## config.mk

```make
export PLATFORM = sky130hd
export DESIGN_NAME = interrupt_ctrl
export DESIGN_NICKNAME = d
export VERILOG_FILES = /design/src/rtl/intc_pkg.sv /design/src/rtl/intc_prio_enc.sv /design/src/rtl/interrupt_ctrl.sv
export SDC_FILE = /design/constraint.sdc
export NUM_CORES = 1
export LEC_CHECK = 0
export ABC_AREA = 1
export BUFFER_PORTS_ARGS = -buffer_cell sky130_fd_sc_hd__buf_4
export CAP_MARGIN = 40
export CORE_UTILIZATION = 44
export DETAILED_ROUTE_END_ITERATION = 8
export GPL_ROUTABILITY_DRIVEN = 0
export PLACE_DENSITY = 0.82
export SYNTH_ARGS = -nofsm -noshare
export SYNTH_HDL_FRONTEND = slang
export SYNTH_HIERARCHICAL = 1
export SYNTH_SLANG_ARGS = --single-unit
export TNS_END_PERCENT = 30
```

## constraint.sdc

```tcl
create_clock -name clk -period 1.5 [get_ports clk]
set_input_delay 0.225 -clock clk [delete_from_list [all_inputs] [get_ports clk]]
set_output_delay 0.225 -clock clk [all_outputs]
set_load 0.02 [all_outputs]
```

## src/rtl/intc_pkg.sv

```systemverilog
// intc_pkg: shared FSM encodings and widths for the interrupt controller
package intc_pkg;
    localparam int ID_W    = 3;
    localparam int STATE_W = 2;
    localparam logic [STATE_W-1:0] ST_IDLE   = 2'd0;
    localparam logic [STATE_W-1:0] ST_TAKEN  = 2'd1;
    localparam logic [STATE_W-1:0] ST_VEC_LO = 2'd2;
endpackage

```

## src/rtl/intc_prio_enc.sv

```systemverilog
// intc_prio_enc: fixed-priority encoder, lowest set request index wins
module intc_prio_enc
    import intc_pkg::*;
#(
    parameter int N = 4
) (
    input  logic [N-1:0]    req_i,
    output logic [ID_W-1:0] idx_o,
    output logic            valid_o
);
    // scan from the top down so the lowest set index is the last one written
    always_comb begin
        idx_o = '0;
        for (int i = N - 1; i >= 0; i--)
            if (req_i[i]) idx_o = ID_W'(i);
        valid_o = |req_i;
    end
endmodule

```

## src/rtl/interrupt_ctrl.sv

```systemverilog
// interrupt_ctrl: edge/level interrupt sources, NMI masking, fixed priority and vector fetch sequencing
module interrupt_ctrl
    import intc_pkg::*;
#(
    parameter int                 NUM_SRC   = 4,
    parameter logic [NUM_SRC-1:0] EDGE_MASK = 4'b0001,
    parameter logic [NUM_SRC-1:0] NMI_MASK  = 4'b0001,
    parameter logic [15:0]        VEC_BASE  = 16'hFFF0
) (
    input  logic               clk,
    input  logic               reset,
    input  logic               ce,
    input  logic [NUM_SRC-1:0] src,
    input  logic               i_flag,
    input  logic               sample,
    input  logic               vec_fetch,
    input  logic               vec_half,
    output logic               got_int,
    output logic [ID_W-1:0]    irq_id,
    output logic [15:0]        vec_addr,
    output logic               ack,
    output logic [NUM_SRC-1:0] pending
);
    logic [STATE_W-1:0] state_q, state_d;
    logic [ID_W-1:0]    irq_id_q, irq_id_d, enc_idx;
    logic [NUM_SRC-1:0] latch_q, latch_d, last_q, last_d, rise, clr, eligible;
    logic               got_int_q, enc_valid, take, go_lo;

    intc_prio_enc #(.N(NUM_SRC)) u_enc (
        .req_i   (eligible),
        .idx_o   (enc_idx),
        .valid_o (enc_valid)
    );

    // pending/eligible vectors, edge latch update and FSM next state
    always_comb begin
        pending  = (latch_q & EDGE_MASK) | (src & ~EDGE_MASK);
        eligible = pending & (NMI_MASK | {NUM_SRC{~i_flag}});
        take     = ce & sample & enc_valid & (state_q == ST_IDLE);
        go_lo    = ce & vec_fetch & ~vec_half & (state_q == ST_TAKEN);
        ack      = ~reset & ce & vec_fetch & vec_half & (state_q == ST_VEC_LO);
        rise     = src & ~last_q & EDGE_MASK;
        clr      = '0;
        for (int i = 0; i < NUM_SRC; i++)
            clr[i] = ack && (irq_id_q == ID_W'(i));
        latch_d  = ce ? ((latch_q & ~clr) | rise) : latch_q;
        last_d   = ce ? src : last_q;
        state_d  = take ? ST_TAKEN : go_lo ? ST_VEC_LO : ack ? ST_IDLE : state_q;
        irq_id_d = take ? enc_idx : irq_id_q;
    end

    // state registers; reset aborts any sequence in progress
    always_ff @(posedge clk) begin
        if (reset) begin
            state_q   <= ST_IDLE;
            irq_id_q  <= '0;
            got_int_q <= 1'b0;
            latch_q   <= '0;
            last_q    <= '0;
        end else begin
            state_q   <= state_d;
            irq_id_q  <= irq_id_d;
            got_int_q <= state_d != ST_IDLE;
            latch_q   <= latch_d;
            last_q    <= last_d;
        end
    end

    assign got_int  = got_int_q;
    assign irq_id   = irq_id_q;
    assign vec_addr = VEC_BASE + (16'(irq_id_q) << 1) + 16'(vec_half);
endmodule

```

==> reports/results.tsv, run 1 <==
metric	value	unit
outcome	complete, no violations	
drt-total-wl	1080	um
fp.coreArea	1170	um^2
syn2layout_area_growth	16.5	%
synth_seq_area_share	27.4	%
dp_hpwl	879	um
grt_pass1_wl	1680	um
critical_path_required	1.27	ns
track_usage	17.1	%
stdcell_area	682	um^2
timing.rr.end	irq_id[1]	
ys_ff_latch	8	
grt_pass1_vias	456	
clock_sinks	8	
antenna_found_initial	0	
cp_max_fo	4	
critPathCaptureType	output port	
wl_met2	567	um
crit_family	flip-flops	
r2r_cells	7	
crit_top_cell	nand2_1	
die_area	1480	um^2
diodes	0	
htreeDepth	1	
p_leak	0.404	nW
avgRoutedWirePerCell	8.88	um
cts_tree	yes	
async_flop_share	0	%
synth_area_leader_cell	dfxtp_1	
cts_root_buffer	clkbuf_4	
drive_gt1_share	31.8	%
synth_common_cells	buf_4 (21), nand2_1 (18), inv_1 (13), nor2_1 (13), dfxtp_1 (8)	
synth_ff_type	dfxtp_1	
finClkSkew	0.00280	ns
startpoint_type	flop	
die_w	38.5	um
rr_startpoint	latch_q[0]	
cts_hold_buf	0	
ys_warn_count	6	
drv_cap	0	
rows	12	
via_per_inst	4.45	
port_buffers	23	
place_area	659	um^2
period_minus_slack	1.36	ns
worst_hold_path.num_cells	2	
crit_arrival	1.13	ns
ant_nets	0	
whs_endpoint	latch_q[0]	
power_density	855	nW/um^2
crit_type	reg2out	
clock_latency	0.26	ns
hold_class	in2reg	
regArea	160	um^2
num_vias	538	
cts_buffers	3	
drt_iter0_drc	19	
synth_top_area_share	27.4	%
timing.final.hold_violations	0	
syn-cell-area	586	um^2
finalCritPeriodShare	90.5	%
route.met3.wl	73	um
yosysMostFrequentCell	buf_4	
postSynthAreaPerCell	6.43	um^2
tns	0	ns
drc	0	
nFillCells	108	
cp_slowest_cell	dfxtp_1	
final_max_slew_viol_count	0	
slowest_delay	0.39	ns
ir_drop	0.000482	V
clk_pin_slew	0.06	ns
setup_viol	0	
pin_count	36	
r2r_slack	0.34	ns
power	0.583	mW
grt_max_degree	6	
ctsResizeCount	0	
drt-met1-wl	401	um
synth_area_leaders	dfxtp_1 (27%), buf_4 (27%), nand2_1 (12%)	
overflow	0	
hold_start	reset	
cp_num_buf_inv	2	
synthCells	91	
finalNetCount	120	
die_h	38.5	um
initial_core_util	50.0	%
rsz0062_at_grt	false	
crit_chain	nand2_1, nor2_2, nand2_1, inv_1, buf_4	
highest_layer	met4	
synth_edf_count	0	
postCtsSetupRepairBufs	0	
timing.fmax	736	MHz
drt_pre_antenna_iters	4	
ys_types	16	
cts_buffer_depth	2	
fin_hold_ws	0.143	ns
multi_input_area	248	um^2
==> layout by cell type, fill, tap and decap left out, drive strengths merged <==
master	n
a21oi	4
buf	23
clkbuf	3
clkinv	1
conb	13
dfxtp	8
inv	15
nand2	18
nand3	2
nand4	1
nor2	15
o21ai	3
or2	1
==> layer usage <==
layer / track usage [%] / vias to the layer above
met3: 5.23 / 5
met2: 31.7 / 30
met5: 0 / -
li1: - / 268
met4: 9.48 / 0
met1: 16.3 / 235
==> through the flow <==
step | worst slack (ns) | utilization (%) | std cells
detailed placement | 0.243 | 56.3 | 118
global route | 0.0858 | 58.2 | 121
global placement | 0.311 | 56.3 | 118
floorplan | 0.480 | - | 102
CTS | 0.143 | 58.2 | 121
finish | 0.142 | 58.2 | 121
==> worst reg2reg max path: stages (launching register included) <==
cell     delay, ns
dfxtp_1       0.42
inv_1         0.08
nand4_1       0.07
nand2_1       0.07
nor2_2        0.09
nand3_2       0.12
o21ai_1       0.16
nor2_1        0.05
==> registers in the layout, summed over array words and instances (netlist names) <==
signal / cells
irq_id: 3
state_q: 2
got_int: 1
last_q: 1
latch_q: 1
==> cell families after synthesis <==
kind of cell	share of synthesized area (%)
buf+inv	37.4
other cells	1.28
simple gates	26.7
flops	27.3
compound gates	7.26
==> layout make-up <==
type	count	share of cell area, %
flip-flops and latches	8	23.5
multi-input cells	57	36.3
repair buffers	23	25.3
inverters	16	8.99
clock buffers	3	3.30
well taps	14	2.57
==> worst max path at each step <==
stage               start         to  slack (ns)  depth (start not counted)
3_5_place_dp       i_flag  irq_id[1]        0.24                          9
2_1_floorplan      src[3]  irq_id[0]        0.48                          9
4_1_cts        state_q[1]        ack        0.14                          5
5_1_grt        state_q[1]        ack        0.09                          5
3_3_place_gp       i_flag  irq_id[1]        0.31                          9
6_report       state_q[1]        ack        0.14                          5
==> power by group <==
group / total [mW] / switching (mW) / internal [mW] / leakage [nW]
logic: 0.171 / 0.106 / 0.0646 / 0.325
clock network: 0.174 / 0.0821 / 0.0922 / 0.0138
registers: 0.237 / 0.0110 / 0.226 / 0.0656
total: 0.583 / 0.200 / 0.383 / 0.404
No activity file was read; power rests on OpenSTA's default activity.
==> inputs of run 2 (changes only) <==
Settings changed: CORE_UTILIZATION 44 to 41, PLACE_DENSITY 0.82 to 0.77.
Clock period 1.5 ns to 1.46 ns, I/O delays scaled along.
==> run 2 against run 1 <==
  * Combinational power about the same
  * Flip-flop and latch count did not move
  * Routed wire length shrank 12%
  * Largest cell class unchanged
  * First-iteration DRC count down 79%
  * Worst setup slack gained 0.036 ns
  * Register-to-register slack about the same
  * Sequential power rose by 3%
  * Clock power is essentially flat
  * Clock skew barely moved
  * Final cell count grew 0.83%
  * Sequential share of layout area about the same
  * Non-clock buffer count unchanged
==> reports/results.tsv, run 2 (same netlist as run 1, synthesis figures left out) <==
metric	value	unit	change
die_w	39.8	um	was 38.5 um
clk_pin_slew	0.06	ns	about the same
whs_endpoint	latch_q[0]		unchanged
cts_hold_buf	0		unchanged
grtUsageMet3	1.70	%	was 5.23%
timing.critical_path.from	state_q[1]		unchanged
critical_path_required	1.24	ns	was 1.27 ns
ir_drop	0.000288	V	was 0.000482 V
met1_usage	15.5	%	was 16.3%
final_common_cell	buf_4		unchanged
drt_iter0_drc	4		was 19
dp_slack	0.244	ns	was 0.243 ns
avgRoutedWirePerCell	7.78	um	was 8.88 um
cp_max_fo	4		unchanged
startpoint_type	flop		unchanged
dp_hpwl	787	um	was 879 um
die_area	1580	um^2	was 1480 um^2
grt_pass1_vias	386		was 456
timing.rr.end	irq_id[0]		was irq_id[1]
p_leak	0.404	nW	unchanged
finalNetCount	120		unchanged
cp_slowest_cell	dfxtp_1		unchanged
drive_gt1_share	31.8	%	unchanged
crit_family	flip-flops		unchanged
crit_arrival	1.06	ns	was 1.13 ns
largest_reg_flops	3		unchanged
rr_startpoint	latch_q[0]		unchanged
r2r_cells	7		unchanged
num_vias	504		was 538
finalCritPeriodShare	87.8	%	
outcome	complete, no violations		unchanged
htreeDepth	1		unchanged
setup_viol	0		unchanged
track_usage	14.0	%	was 17.1%
antenna_found_initial	0		unchanged
diodes	0		unchanged
power	0.590	mW	was 0.583 mW
drv_cap	0		unchanged
finClkSkew	0.00287	ns	was 0.00280 ns
top_usage_layer	met2		unchanged
period_minus_slack	1.28	ns	
cts_root_buffer	clkbuf_4		unchanged
clock_sinks	8		unchanged
setup_slack	0.178	ns	was 0.142 ns
crit_top_cell	nand2_1		unchanged
final_cell_mix	buf_4 (23), nand2_1 (18), inv_1 (13), nor2_1 (13), conb_1 (13)		unchanged
tns	0	ns	unchanged
overflow	0		unchanged
r2r_slack	0.35	ns	was 0.34 ns
drt-total-wl	949	um	was 1080 um
ant_nets	0		unchanged
power_density	864	nW/um^2	was 855 nW/um^2
crit_type	reg2out		unchanged
cts_tree	yes		unchanged
hold_class	in2reg		unchanged
rsz0062_at_grt	false		unchanged
via_per_inst	4.13		was 4.45
syn2layout_area_growth	16.7	%	was 16.5%
rows	13		was 12
met2_usage	22.1	%	was 31.7%
clock_latency	0.26	ns	about the same
die_h	39.8	um	was 38.5 um
pin_count	36		unchanged
initial_core_util	44.4	%	was 50.0%
ctsResizeCount	0		unchanged
worst_hold_path.num_cells	2		unchanged
slowest_delay	0.38	ns	was 0.39 ns
crit_chain	nand2_1, nor2_2, nand2_1, inv_1, buf_4		unchanged
cts_buffers	3		unchanged
final_max_slew_viol_count	0		unchanged
fin_hold_ws	0.146	ns	was 0.143 ns
postCtsSetupRepairBufs	0		unchanged
hold_start	reset		unchanged
fp.coreArea	1320	um^2	was 1170 um^2
port_buffers	23		unchanged
cp_num_buf_inv	2		unchanged
drt_pre_antenna_iters	2		was 4
timing.fmax	780	MHz	
drc	0		unchanged
grt_max_degree	6		unchanged
nFillCells	144		was 108
critPathCaptureType	output port		unchanged
cts_buffer_depth	2		unchanged
timing.final.hold_violations	0		unchanged
grt_pass1_wl	1420	um	was 1680 um
## run 2: cell counts in the layout (fill, tap and decap cells not counted)
No cell type changed its count.
## run 2: power by group
group / internal [mW] / switching (mW) / total [mW]
Combinational: 0.0664 / 0.107 / 0.174
Clock: 0.0943 / 0.0786 / 0.173
Sequential: 0.233 / 0.0107 / 0.243
## run 2: cell type report
type	count	area, um^2	area share [%]
timing repair buffer	23	173	25.3
inverter	16	61.3	8.97
multi-input combinational	57	248	36.3
clock buffer	3	22.5	3.30
sequential	8	160	23.4
tap	15	18.8	2.75
## run 2: metrics by stage
| stage | cells | utilization, % | instance area, um^2 |
|---|---|---|---|
| 5_1_grt | 122 | 51.9 | 683 |
| 4_1_cts | 122 | 51.9 | 683 |
| 6_report | 122 | 51.9 | 683 |
| 3_3_place_gp | 119 | 50.1 | 661 |
| 3_5_place_dp | 119 | 50.1 | 661 |
| 2_1_floorplan | 102 | - | 627 |
## run 2: worst max path at each step
stage,cells after the start,to
after floorplan,9,irq_id[0]
after CTS,5,ack
final,5,ack
after global placement,9,irq_id[0]
after detailed placement,9,irq_id[0]
after global routing,5,ack
## run 2: layer usage
metal  vias up  wire, um
li1        271         -
met3         0        37
met5         -         0
met4         0         0
met1       218       414
met2        15       497
## run 2: worst reg2reg max path: cells and delay by family, from the launching register on
kind,cells,cell delay (ns)
buffers and inverters,1,0.08
flip-flops,1,0.39
AND/OR/NAND/NOR,5,0.39
AO/OA/AOI/OAI,1,0.14
